==> config.mk <==
export PLATFORM = sky130hd
export DESIGN_NAME = mult_unit
export DESIGN_NICKNAME = d
export VERILOG_FILES = /design/src/rtl/mult_unit_pkg.sv /design/src/rtl/mult_unit_ks_add.sv /design/src/rtl/mult_unit.sv
export SDC_FILE = /design/constraint.sdc
export NUM_CORES = 1
export LEC_CHECK = 0
export ABC_AREA = 1
export CAP_MARGIN = 15
export CORE_ASPECT_RATIO = 0.5
export CORE_MARGIN = 3
export CORE_UTILIZATION = 51
export DETAILED_ROUTE_END_ITERATION = 10
export PLACE_DENSITY = 0.82
export SLEW_MARGIN = 10
export SYNTH_ARGS = -nofsm -noshare
export SYNTH_HDL_FRONTEND = slang
export SYNTH_SLANG_ARGS = --single-unit
==> constraint.sdc <==
create_clock -name clk -period 2.2 [get_ports clk]
set_clock_uncertainty 0.1 [all_clocks]
set_input_delay 0.22 -clock clk [delete_from_list [all_inputs] [get_ports clk]]
set_output_delay 0.22 -clock clk [all_outputs]
set_load 0.02 [all_outputs]
==> src/rtl/mult_unit_pkg.sv <==
// ---------------------------------------------------------------------------
// mult_unit_pkg
//   Shared definitions for the EX-stage multiplier:
//     mul_state_e   - controller state encoding (IDLE / RUN / FIX)
//     MUL_ITER      - number of shift-add iterations (one per multiplier bit)
//     MUL_CNT_W     - width of the iteration counter
//     MUL_CNT_LAST  - counter value of the final RUN iteration
//     MUL_CNT_ONE   - counter increment, sized to the counter
// ---------------------------------------------------------------------------
package mult_unit_pkg;

    typedef enum logic [1:0] {
        MUL_IDLE = 2'd0,
        MUL_RUN  = 2'd1,
        MUL_FIX  = 2'd2
    } mul_state_e;

    localparam int unsigned MUL_ITER  = 32;
    localparam int unsigned MUL_CNT_W = 5;

    localparam logic [MUL_CNT_W-1:0] MUL_CNT_LAST = MUL_CNT_W'(MUL_ITER - 1);
    localparam logic [MUL_CNT_W-1:0] MUL_CNT_ONE  = MUL_CNT_W'(1);

endpackage : mult_unit_pkg

==> src/rtl/mult_unit_ks_add.sv <==
// ---------------------------------------------------------------------------
// mult_unit_ks_add
//   Combinational Kogge-Stone adder (KS_ADD), the same structure the ALU uses.
//   The multiplier drives it once per RUN iteration with the partial-product
//   accumulator and the (gated) multiplicand.
//
//   Ports:
//     a_i, b_i  in  WIDTH  addends
//     cin_i     in  1      carry in
//     sum_o     out WIDTH  a_i + b_i + cin_i (low WIDTH bits)
//     cout_o    out 1      carry out of the most significant bit
// ---------------------------------------------------------------------------
module mult_unit_ks_add #(
    parameter int unsigned WIDTH = 32
) (
    input  logic [WIDTH-1:0] a_i,
    input  logic [WIDTH-1:0] b_i,
    input  logic             cin_i,
    output logic [WIDTH-1:0] sum_o,
    output logic             cout_o
);

    localparam int unsigned LVL = $clog2(WIDTH);

    logic [WIDTH-1:0] hs;     // half sum
    logic [WIDTH-1:0] grp_g;  // group generate, from bit 0 after the last level
    logic [WIDTH-1:0] grp_p;  // group propagate
    logic [WIDTH:0]   carry;

    always_comb begin
        hs    = a_i ^ b_i;
        grp_g = a_i & b_i;
        grp_p = hs;
        // Folding cin into bit 0 makes the final group generate equal to
        // the carry out of each bit position.
        grp_g[0] = (a_i[0] & b_i[0]) | (hs[0] & cin_i);

        // Prefix levels with span 1, 2, 4, ... Bits are updated from the top
        // down, so each bit reads its lower partner before that partner is
        // overwritten; this is the parallel Kogge-Stone network written
        // in place.
        for (int unsigned k = 0; k < LVL; k++) begin
            for (int unsigned j = 0; j < WIDTH - (32'd1 << k); j++) begin
                grp_g[WIDTH-1-j] = grp_g[WIDTH-1-j]
                                 | (grp_p[WIDTH-1-j] & grp_g[WIDTH-1-j-(32'd1 << k)]);
                grp_p[WIDTH-1-j] = grp_p[WIDTH-1-j] & grp_p[WIDTH-1-j-(32'd1 << k)];
            end
        end

        carry[0]       = cin_i;
        carry[WIDTH:1] = grp_g;
        sum_o          = hs ^ carry[WIDTH-1:0];
        cout_o         = carry[WIDTH];
    end

endmodule : mult_unit_ks_add

==> src/rtl/mult_unit.sv <==
// ---------------------------------------------------------------------------
// mult_unit
//   Multi-cycle 32x32->64 multiplier for MULT/MULTU with the architectural
//   HI/LO registers and MTHI/MTLO writes. Radix-2 shift-add: one KS_ADD pass
//   per multiplier bit on operand magnitudes, followed by a sign fix-up.
//   Start-to-done latency is 34 cycles; the pipeline stalls on busy.
//
//   Ports:
//     clk        in  1      clock, rising edge
//     reset      in  1      synchronous, active-high
//     start      in  1      launch a multiply (accepted only in IDLE)
//     is_signed  in  1      1 = MULT, 0 = MULTU (sampled with start)
//     op_a       in  WIDTH  multiplicand (sampled with start)
//     op_b       in  WIDTH  multiplier   (sampled with start)
//     hi_we      in  1      MTHI strobe (IDLE only, dropped if start)
//     lo_we      in  1      MTLO strobe (IDLE only, dropped if start)
//     wdata      in  WIDTH  MTHI/MTLO data
//     busy       out 1      multiply in progress
//     done       out 1      one-cycle pulse; hi/lo hold the new product
//     hi, lo     out WIDTH  architectural HI/LO
// ---------------------------------------------------------------------------
module mult_unit
    import mult_unit_pkg::*;
#(
    parameter int unsigned WIDTH = 32
) (
    input  logic             clk,
    input  logic             reset,
    input  logic             start,
    input  logic             is_signed,
    input  logic [WIDTH-1:0] op_a,
    input  logic [WIDTH-1:0] op_b,
    input  logic             hi_we,
    input  logic             lo_we,
    input  logic [WIDTH-1:0] wdata,
    output logic             busy,
    output logic             done,
    output logic [WIDTH-1:0] hi,
    output logic [WIDTH-1:0] lo
);

    localparam int unsigned PW = 2 * WIDTH;

    mul_state_e           state_q;
    logic [WIDTH-1:0]     acc_hi_q;
    logic [WIDTH-1:0]     acc_lo_q;
    logic [WIDTH-1:0]     mcand_q;
    logic                 neg_q;
    logic [MUL_CNT_W-1:0] cnt_q;

    logic [WIDTH-1:0]     mag_a_d;
    logic [WIDTH-1:0]     mag_b_d;
    logic                 neg_d;
    logic [WIDTH-1:0]     addend;
    logic [WIDTH-1:0]     ks_sum;
    logic                 ks_cout;
    logic [PW-1:0]        prod_raw;
    logic [PW-1:0]        prod_fix_d;

    // Operand magnitudes. 0x80000000 negates to itself and is then used as
    // an unsigned magnitude, which keeps the result correct.
    always_comb begin
        mag_a_d = (is_signed && op_a[WIDTH-1]) ? (~op_a + WIDTH'(1)) : op_a;
        mag_b_d = (is_signed && op_b[WIDTH-1]) ? (~op_b + WIDTH'(1)) : op_b;
        neg_d   = is_signed & (op_a[WIDTH-1] ^ op_b[WIDTH-1]);
    end

    // Current multiplier bit gates the multiplicand into the adder.
    always_comb begin
        addend = acc_lo_q[0] ? mcand_q : '0;
    end

    mult_unit_ks_add #(
        .WIDTH (WIDTH)
    ) u_ks_add (
        .a_i    (acc_hi_q),
        .b_i    (addend),
        .cin_i  (1'b0),
        .sum_o  (ks_sum),
        .cout_o (ks_cout)
    );

    // Sign fix-up of the unsigned magnitude product.
    always_comb begin
        prod_raw   = {acc_hi_q, acc_lo_q};
        prod_fix_d = neg_q ? (~prod_raw + PW'(1)) : prod_raw;
    end

    always_ff @(posedge clk) begin
        if (reset) begin
            state_q  <= MUL_IDLE;
            busy     <= 1'b0;
            done     <= 1'b0;
            hi       <= '0;
            lo       <= '0;
            acc_hi_q <= '0;
            acc_lo_q <= '0;
            mcand_q  <= '0;
            neg_q    <= 1'b0;
            cnt_q    <= '0;
        end else begin
            done <= 1'b0;
            case (state_q)
                MUL_IDLE: begin
                    if (start) begin
                        neg_q    <= neg_d;
                        mcand_q  <= mag_a_d;
                        acc_lo_q <= mag_b_d;
                        acc_hi_q <= '0;
                        cnt_q    <= '0;
                        busy     <= 1'b1;
                        state_q  <= MUL_RUN;
                    end else begin
                        if (hi_we) begin
                            hi <= wdata;
                        end
                        if (lo_we) begin
                            lo <= wdata;
                        end
                    end
                end

                MUL_RUN: begin
                    // 33-bit sum shifted right by one; the consumed
                    // multiplier bit falls off the bottom of acc_lo.
                    {acc_hi_q, acc_lo_q} <= {ks_cout, ks_sum, acc_lo_q[WIDTH-1:1]};
                    cnt_q <= cnt_q + MUL_CNT_ONE;
                    if (cnt_q == MUL_CNT_LAST) begin
                        state_q <= MUL_FIX;
                    end
                end

                MUL_FIX: begin
                    {hi, lo} <= prod_fix_d;
                    done     <= 1'b1;
                    busy     <= 1'b0;
                    state_q  <= MUL_IDLE;
                end

                default: begin
                    busy    <= 1'b0;
                    state_q <= MUL_IDLE;
                end
            endcase
        end
    end

endmodule : mult_unit

==> results.yml <==
status:
  status: "complete, but fails checks"
  violations: "negative setup slack"
power:
  internal_power_mw: 5.94
  switching_share_pct: 34.8
  peakVddDrop_uv: 458
  p_clk_share_pct: 35.9
  power_density_nw_per_um2: 520
  power_frac_seq_pct: 37.6
  p_switching_mw: 3.18
  power_frac_comb_pct: 26.4
  power_mw: 9.12
  leakage_nw: 7.99
critical_path:
  critPathLaunchType: "flop"
  worstPathArrival_ps: 2510
  rrSetupSlack_ps: -50
  cp_slowest_stage_delay_ps: 360
  worst-path-max-fanout: 5
  endpoint: "acc_hi_q[17]"
  crit_top_cell: "nand2_1"
  r2r-end: "acc_hi_q[17]"
  crit_required_ps: 2460
  crit_chain: "buf_6 > buf_6 > nand2_2 > inv_2 > ha_4 > inv_2 > buf_4 > nor3_2 > nand3_1 > nand3b_1 > nand2_1 > nand2_1 > nand2_1 > nand2_1 > o21ai_1"
  slowest_stage: "dfxtp_4"
  rr_worst_depth: 15
  timing.rr.start: "acc_lo_q[0]"
  startpoint: "acc_lo_q[0]"
  path_class: "reg -> reg"
  cp-end-kind: "flop"
sta:
  slew_headroom_pct: 64.1
  drv_slew: 0
  fin_crit_ps: 2250
  hold_violations: 0
  worst_pin_slew_ps: 538
  rsz0062_at_grt: "true"
  setup-violations-final: 14
  period_share_pct: 102
  fmax_mhz: 444
  worst_slack_ps: -54.8
place:
  gp_congestion: 0.963
  io_buffers: 167
  dp_hpwl_um: 38900
synth:
  yosysSeqAreaShare_pct: 26.3
  synth_cell_types: 53
  syn-cell-area_um2: 12900
  synth-seq-cells: 170
  synth_top_area_share_pct: 26.3
  netlist_instances: 2195
  syn_area_per_cell_um2: 5.89
  yosysWarnings: 0
  yosysTopAreaCell: "dfxtp_1"
  syn-num-nets: 2335
  synthTopCellsByArea: "dfxtp_1 26%, nand2_1 20%, nor2_1 7.6%, nand3_1 6.8%, inv_1 6.7%"
floorplan:
  die_area_um2: 27400
  die_y_um: 119
  io_pins: 168
  rows: 40
  core_um2: 24500
  start_util_pct: 52.9
  chipWidth_um: 231
clock_tree:
  clock-sinks: 170
  clk_pin_slew_ps: 70
  root_buffer: "clkbuf_16"
  htreeDepth: 4
  worstSkewPairLatency_ps: 470
  cts_tree: "built"
  clk_path_buf_depth: 2
  numCtsBuffers: 17
global_routing:
  grtUsageTotal_pct: 35.1
  grt.overflow.total: 0
  grt_pass1_wl_um: 76400
  grt_start_max_net_pins: 65
  first_global_vias: 14000
  antenna_found_initial: 0
finish:
  syn_to_final_growth_pct: 35.6
  regArea_um2: 3410
  final_util_pct: 71.7
  drive_gt1_share_pct: 18.1
  multi_input_area_um2: 9240
  fill_cells: 2052
  nets: 2592
detailed_routing:
  wl_per_cell_um: 18.2
  postRouteAntennaNets: 0
  drt_iter0_drc: 1982
  routed_wirelength_um: 51000
  vias_per_cell: 5.73
  route.detailed.drc: 0
  drt_first_pass_iters: 6
  vias: 16000
min_path:
  min_from: "reset"
  min_path_type: "in -> reg"
job:
  maxCapViolations: 0
synthesized netlist by cell type, drive strengths merged:
cell      n
a22o      2
o31ai     1
a22oi    17
o21bai    6
o221ai    6
nand4    21
o211ai    7
inv     242
fa        1
xor2     30
clkbuf   29
nand2   687
a221oi    1
and2      4
o21a      1
buf      50
a31oi    26
xnor2     4
a21oi   123
o21ai   207
and3      1
or2       5
nand3b   15
a21boi    3
nor3b     1
a32o      1
o22ai     3
ha       37
nor2    280
clkinv    3
nand3   179
dfxtp   170
nor4      1
nor3     24
o32ai     5
a21o      2
power groups by stage:
| stage | sequential, mW | clock (mW) | combinational (mW) |
|---|---|---|---|
| final | 3.43 | 3.27 | 2.41 |
| after global routing | 3.44 | 3.37 | 2.63 |
| after CTS | 3.42 | 3.26 | 2.25 |
| after detailed placement | 3.49 | 0 | 2.22 |
| after global placement | 3.48 | 0 | 2.20 |
| after floorplan | 3.49 | 0 | 1.31 |
layer usage:
layer,GRT usage (%),part of all wire (%),vias up
met5,0,0,-
met4,11.0,2.9,0
met3,7.54,12,113
met2,51.5,42,900
met1,51.1,44,7355
li1,-,-,7674
flip-flops by register name (all words and copies together) (netlist names):
register  flops
cnt_q         5
hi           32
lo           32
acc_hi_q     32
acc_lo_q     32
busy          1
neg_q         1
done          1
mcand_q      32
state_q       2
final cells by class:
type | instances | share of cell area (%)
Multi-Input combinational cell | 1701 | 52.6
Sequential cell | 170 | 19.4
Timing Repair Buffer | 317 | 16.7
Inverter | 245 | 5.26
Clock buffer | 18 | 2.50
Tap cell | 336 | 2.40
Clock inverter | 14 | 1.02
Antenna cell | 1 | 0.0143
critical path: cells and delay by family (launching register included):
family / cells / cell delay, ps
adders and majority gates: 1 / 290
DFF: 1 / 360
AOI/OAI and AO/OA: 1 / 50
and+or+nand+nor: 8 / 850
buffers and inverters: 5 / 500
metrics by stage:
step	std cells	setup slack, ps	hold slack (ps)	TNS [ps]	instance area [um^2]
2_1_floorplan	2195	2.09	294	0	12900
3_3_place_gp	2755	-121	355	-889	15800
3_5_place_dp	2755	-207	363	-2270	15800
4_1_cts	2791	-4.04	138	-6.35	16600
5_1_grt	2801	-170	184	-2180	17500
6_report	2802	-54.8	155	-443	17500
what timing repair did:
item                                    4_1_cts  5_1_grt
endpoints found under the setup margin       24       48
hold buffers                                  0        0
pin swaps                                    11       53
gates cloned                                  0        1
gates resized for setup                      56      212
buffers inserted                              4        9
worst min path at each step:
stage                    to  slack (ps)  depth (start not counted)
2_1_floorplan   acc_lo_q[0]         290                          2
3_3_place_gp       cnt_q[3]         350                          2
3_5_place_dp          lo[0]         360                          2
4_1_cts        acc_lo_q[29]         140                          2
5_1_grt        acc_lo_q[29]         180                          2
6_report       acc_lo_q[29]         160                          2
cells in the final DEF, fill, tap and decap left out, types with 5 or more instances in the layout:
cell type and n:
a31oi_1 26, nand3_1 169, o21ai_0 124, nand2_1 613, inv_2 27, or2_2 5, clkdlybuf4s50_1 166, o211ai_1 7
nor3_1 14, nor3_2 9, dfxtp_1 168, xor2_1 29, nand2_4 15, nor2_2 22, a21oi_4 5, a21oi_2 34
nor2_1 238, buf_6 8, nand3b_1 15, o221ai_1 6, o21ai_1 64, buf_12 9, a21oi_1 84, o32ai_2 5
ha_1 10, nand3_2 9, clkbuf_16 17, ha_4 25, buf_4 133, nor2_4 19, nand4_1 20, inv_1 215
o21ai_2 16, a22oi_1 17, o21bai_1 6, nand2_2 59
cells by family (layout without fill, tap and decap cells):
logic type               Yosys count  count (layout)  synth area share (%)
AND/OR/NAND/NOR                 1218            1218                  39.6
AO/OA/AOI/OAI                    411             411                  18.2
buffers and inverters            324             594                  9.94
flip-flops                       170             170                  26.3
adder cells (fa/ha/maj)           38              38                  3.73
XOR/XNOR                          34              34                  2.30
other                              0               1                     0
(Power assumes the default switching activity.)
==> RTL edit, RTL diff (same settings) <==
Re-encode `mul_state_e` (3 states) as one-hot, 3 bits wide.
--- a/src/rtl/mult_unit_pkg.sv
+++ b/src/rtl/mult_unit_pkg.sv
@@ -10,8 +10,8 @@
 package mult_unit_pkg;
 
-    typedef enum logic [1:0] {
-        MUL_IDLE = 2'd0,
-        MUL_RUN  = 2'd1,
-        MUL_FIX  = 2'd2
+    typedef enum logic [2:0] {
+        MUL_IDLE = 3'b001,
+        MUL_RUN  = 3'b010,
+        MUL_FIX  = 3'b100
     } mul_state_e;
 
Check against the original RTL: same outputs for any inputs over 4 cycles, from zero or initial values and one cycle with reset high; so few cycles prove little.
==> RTL edit against the original RTL <==
The run still ends with setup timing left. First-iteration DRC count down 6.0%. Critical endpoint is now acc_hi_q[25]$_SDFFE_PP0P_. Worst setup slack got worse by 0.024 ns. Area after synthesis increased by 2.4%. Fmax shrank 1.0%. Design area is 2.8% higher. Sequential cell count up 1. Die area rose by 2.3%. Wire length up 3.5%. Total power grew 2.9%.
==> RTL edit: results (changes against the original RTL) <==
Setup path
  – Reg2Reg Depth: 17 (+2)
  – CP Max Fanout: 12 (+7)
  – Worst EP arrival: 2.53 ns (+0.02 ns)

Drt
  – Final WL: 52800 µm (+3.5%)
  – Via count: 16800 (+4.9%)
  – Iter 0 DRT Violations: 1864 (-6.0%)
  – DRT Pass-1 Iters: 6 (unchanged)

Synth
  – Netlist cell types: 43 (-19%)
  – Area contributors post-synth: dfxtp_1 26%, nand2_1 18%, inv_1 9.0%, nand3_1 8.8%, nor2_1 8.0%
  – Syn Nets: 2462 (+5.4%)
  – Async S/R FF share, synth: 0% (unchanged)
  – Post-synth top cells: 633 x nand2_1, 318 x inv_1, 282 x nor2_1
  – Sequential share of the synthesized area: 25.8% (-0.47 points)
  – Ys Warns: 0 (unchanged)

Clock network
  – Worst-path clk slew: 0.07 ns (about the same)
  – Clk_lat worst skew: 0.47 ns (about the same)
  – Clock root cell: clkbuf_16
  – H-Tree Depth: 4 (unchanged)
  – CTS buffer count: 17 (unchanged)
  – CTS Buffer Depth: 2 (unchanged)

Global route
  – Vias in the first global route: 14600 (+4.7%)
  – Initial antenna violation count: 0 (unchanged)
  – Total track usage: 35.3% (+0.11 points)
  – First-pass GRT wire length: 77300 µm (+1.3%)
  – Pin count of the biggest net entering global routing: 91 (+40%)

Placed design
  – GPL Wtd Cong: 1.01 (+4.6%)
  – HPWL after DPL: 40300 µm (+3.6%)
  – Buffers added on ports: 167 (unchanged)

Power
  – Static Leak: 0.00858 µW (+7.4%)
  – Max VDD drop: 0.501 mV (+9.4%)

Hold path
  – HP Class: input port to flop
  – Worst Hold Path Cells: 3 (+1)

Outcome
  – Status: complete, but fails checks
  – Failing checks: setup timing

Final layout
  – Final Net Count: 2747 (+6.0%)
  – Inserted Diodes: 0 (-1)
  – Layout cells sized above 1: 17.2% (-0.96 points)

STA
  – Setup violators final: 3 (-11)
  – Final worst setup slack: -0.0783 ns (-0.0236 ns)
  – Worst slew pin tran: 0.880 ns (+0.341 ns)

Flow run
  – Max_cap viols: 0 (unchanged)
## RTL edit: logic make-up (layout without fill, tap and decap cells)
kind of cell / Yosys count / after routing / share of synthesized area, %
flip-flops: 171 / 171 / 25.8
XOR/XNOR: 18 / 18 / 1.19
adder cells (fa/ha/maj): 38 / 38 / 3.65
AND/OR/NAND/NOR: 1240 / 1240 / 39.5
buffers and inverters: 416 / 714 / 12.2
AO/OA/AOI/OAI: 439 / 439 / 17.6
## RTL edit: worst paths after layout
path,from,end,slack [ns]
worst min-delay path,reset,acc_hi_q[17]$_SDFFE_PP0P_,0.17
worst min register to register,cnt_q[3]$_SDFFE_PP0P_,cnt_q[3]$_SDFFE_PP0P_,0.38
worst max-delay path,acc_lo_q[0]$_SDFFE_PP0P_,acc_hi_q[25]$_SDFFE_PP0P_,-0.08
worst max register to register,acc_lo_q[0]$_SDFFE_PP0P_,acc_hi_q[25]$_SDFFE_PP0P_,-0.08
## RTL edit: where the power goes
part	switching, µW	internal, µW
sequential	187	3330
combinational	1610	1070
clock	1470	1710
## RTL edit: stage by stage
stage	cell area, µm²	worst slack [ns]	setup TNS [ns]	instances
finish	18000	-0.0783	-0.147	2964
global route	18000	-0.161	-2.49	2964
CTS	17200	-0.0314	-0.0573	2956
detailed placement	16300	-0.239	-1.77	2920
global placement	16300	-0.252	-1.08	2920
floorplan	13300	0.0547	0	2322
## RTL edit: per-layer routing
metal	part of all wire, %	wire [µm]	GRT usage [%]
met1	42	22200	47.0
met2	43	22600	51.9
met5	0	0	0
met3	12	6350	13.8
met4	3.1	1630	11.6
## RTL edit: what timing repair did
action	CTS	global route
cloned	1	0
setup endpoints to repair	23	57
pin swaps	5	51
buffers inserted	3	8
resized for setup	37	199
## RTL edit: worst max-delay path, cell delays in order, from the launching register on
cell     delay (ns)
dfxtp_2        0.34
buf_6          0.13
buf_12         0.14
nand2_1        0.07
inv_2          0.04
ha_4           0.30
nand2_2        0.08
inv_2          0.11
nand2_2        0.10
inv_2          0.10
buf_4          0.11
nand2_1        0.05
nor2_1         0.09
nand2_1        0.07
nand2_1        0.08
nand2_1        0.09
nand3_2        0.10
a21oi_2        0.05
## RTL edit: final cells by class
cell class | count | area (µm²)
inverters | 330 | 1240
flip-flops and latches | 171 | 3430
clock buffers | 17 | 425
repair buffers | 352 | 3130
fillers | 2214 | 7350
well taps | 344 | 430
clock inverters | 15 | 181
multi-input cells | 1735 | 9200
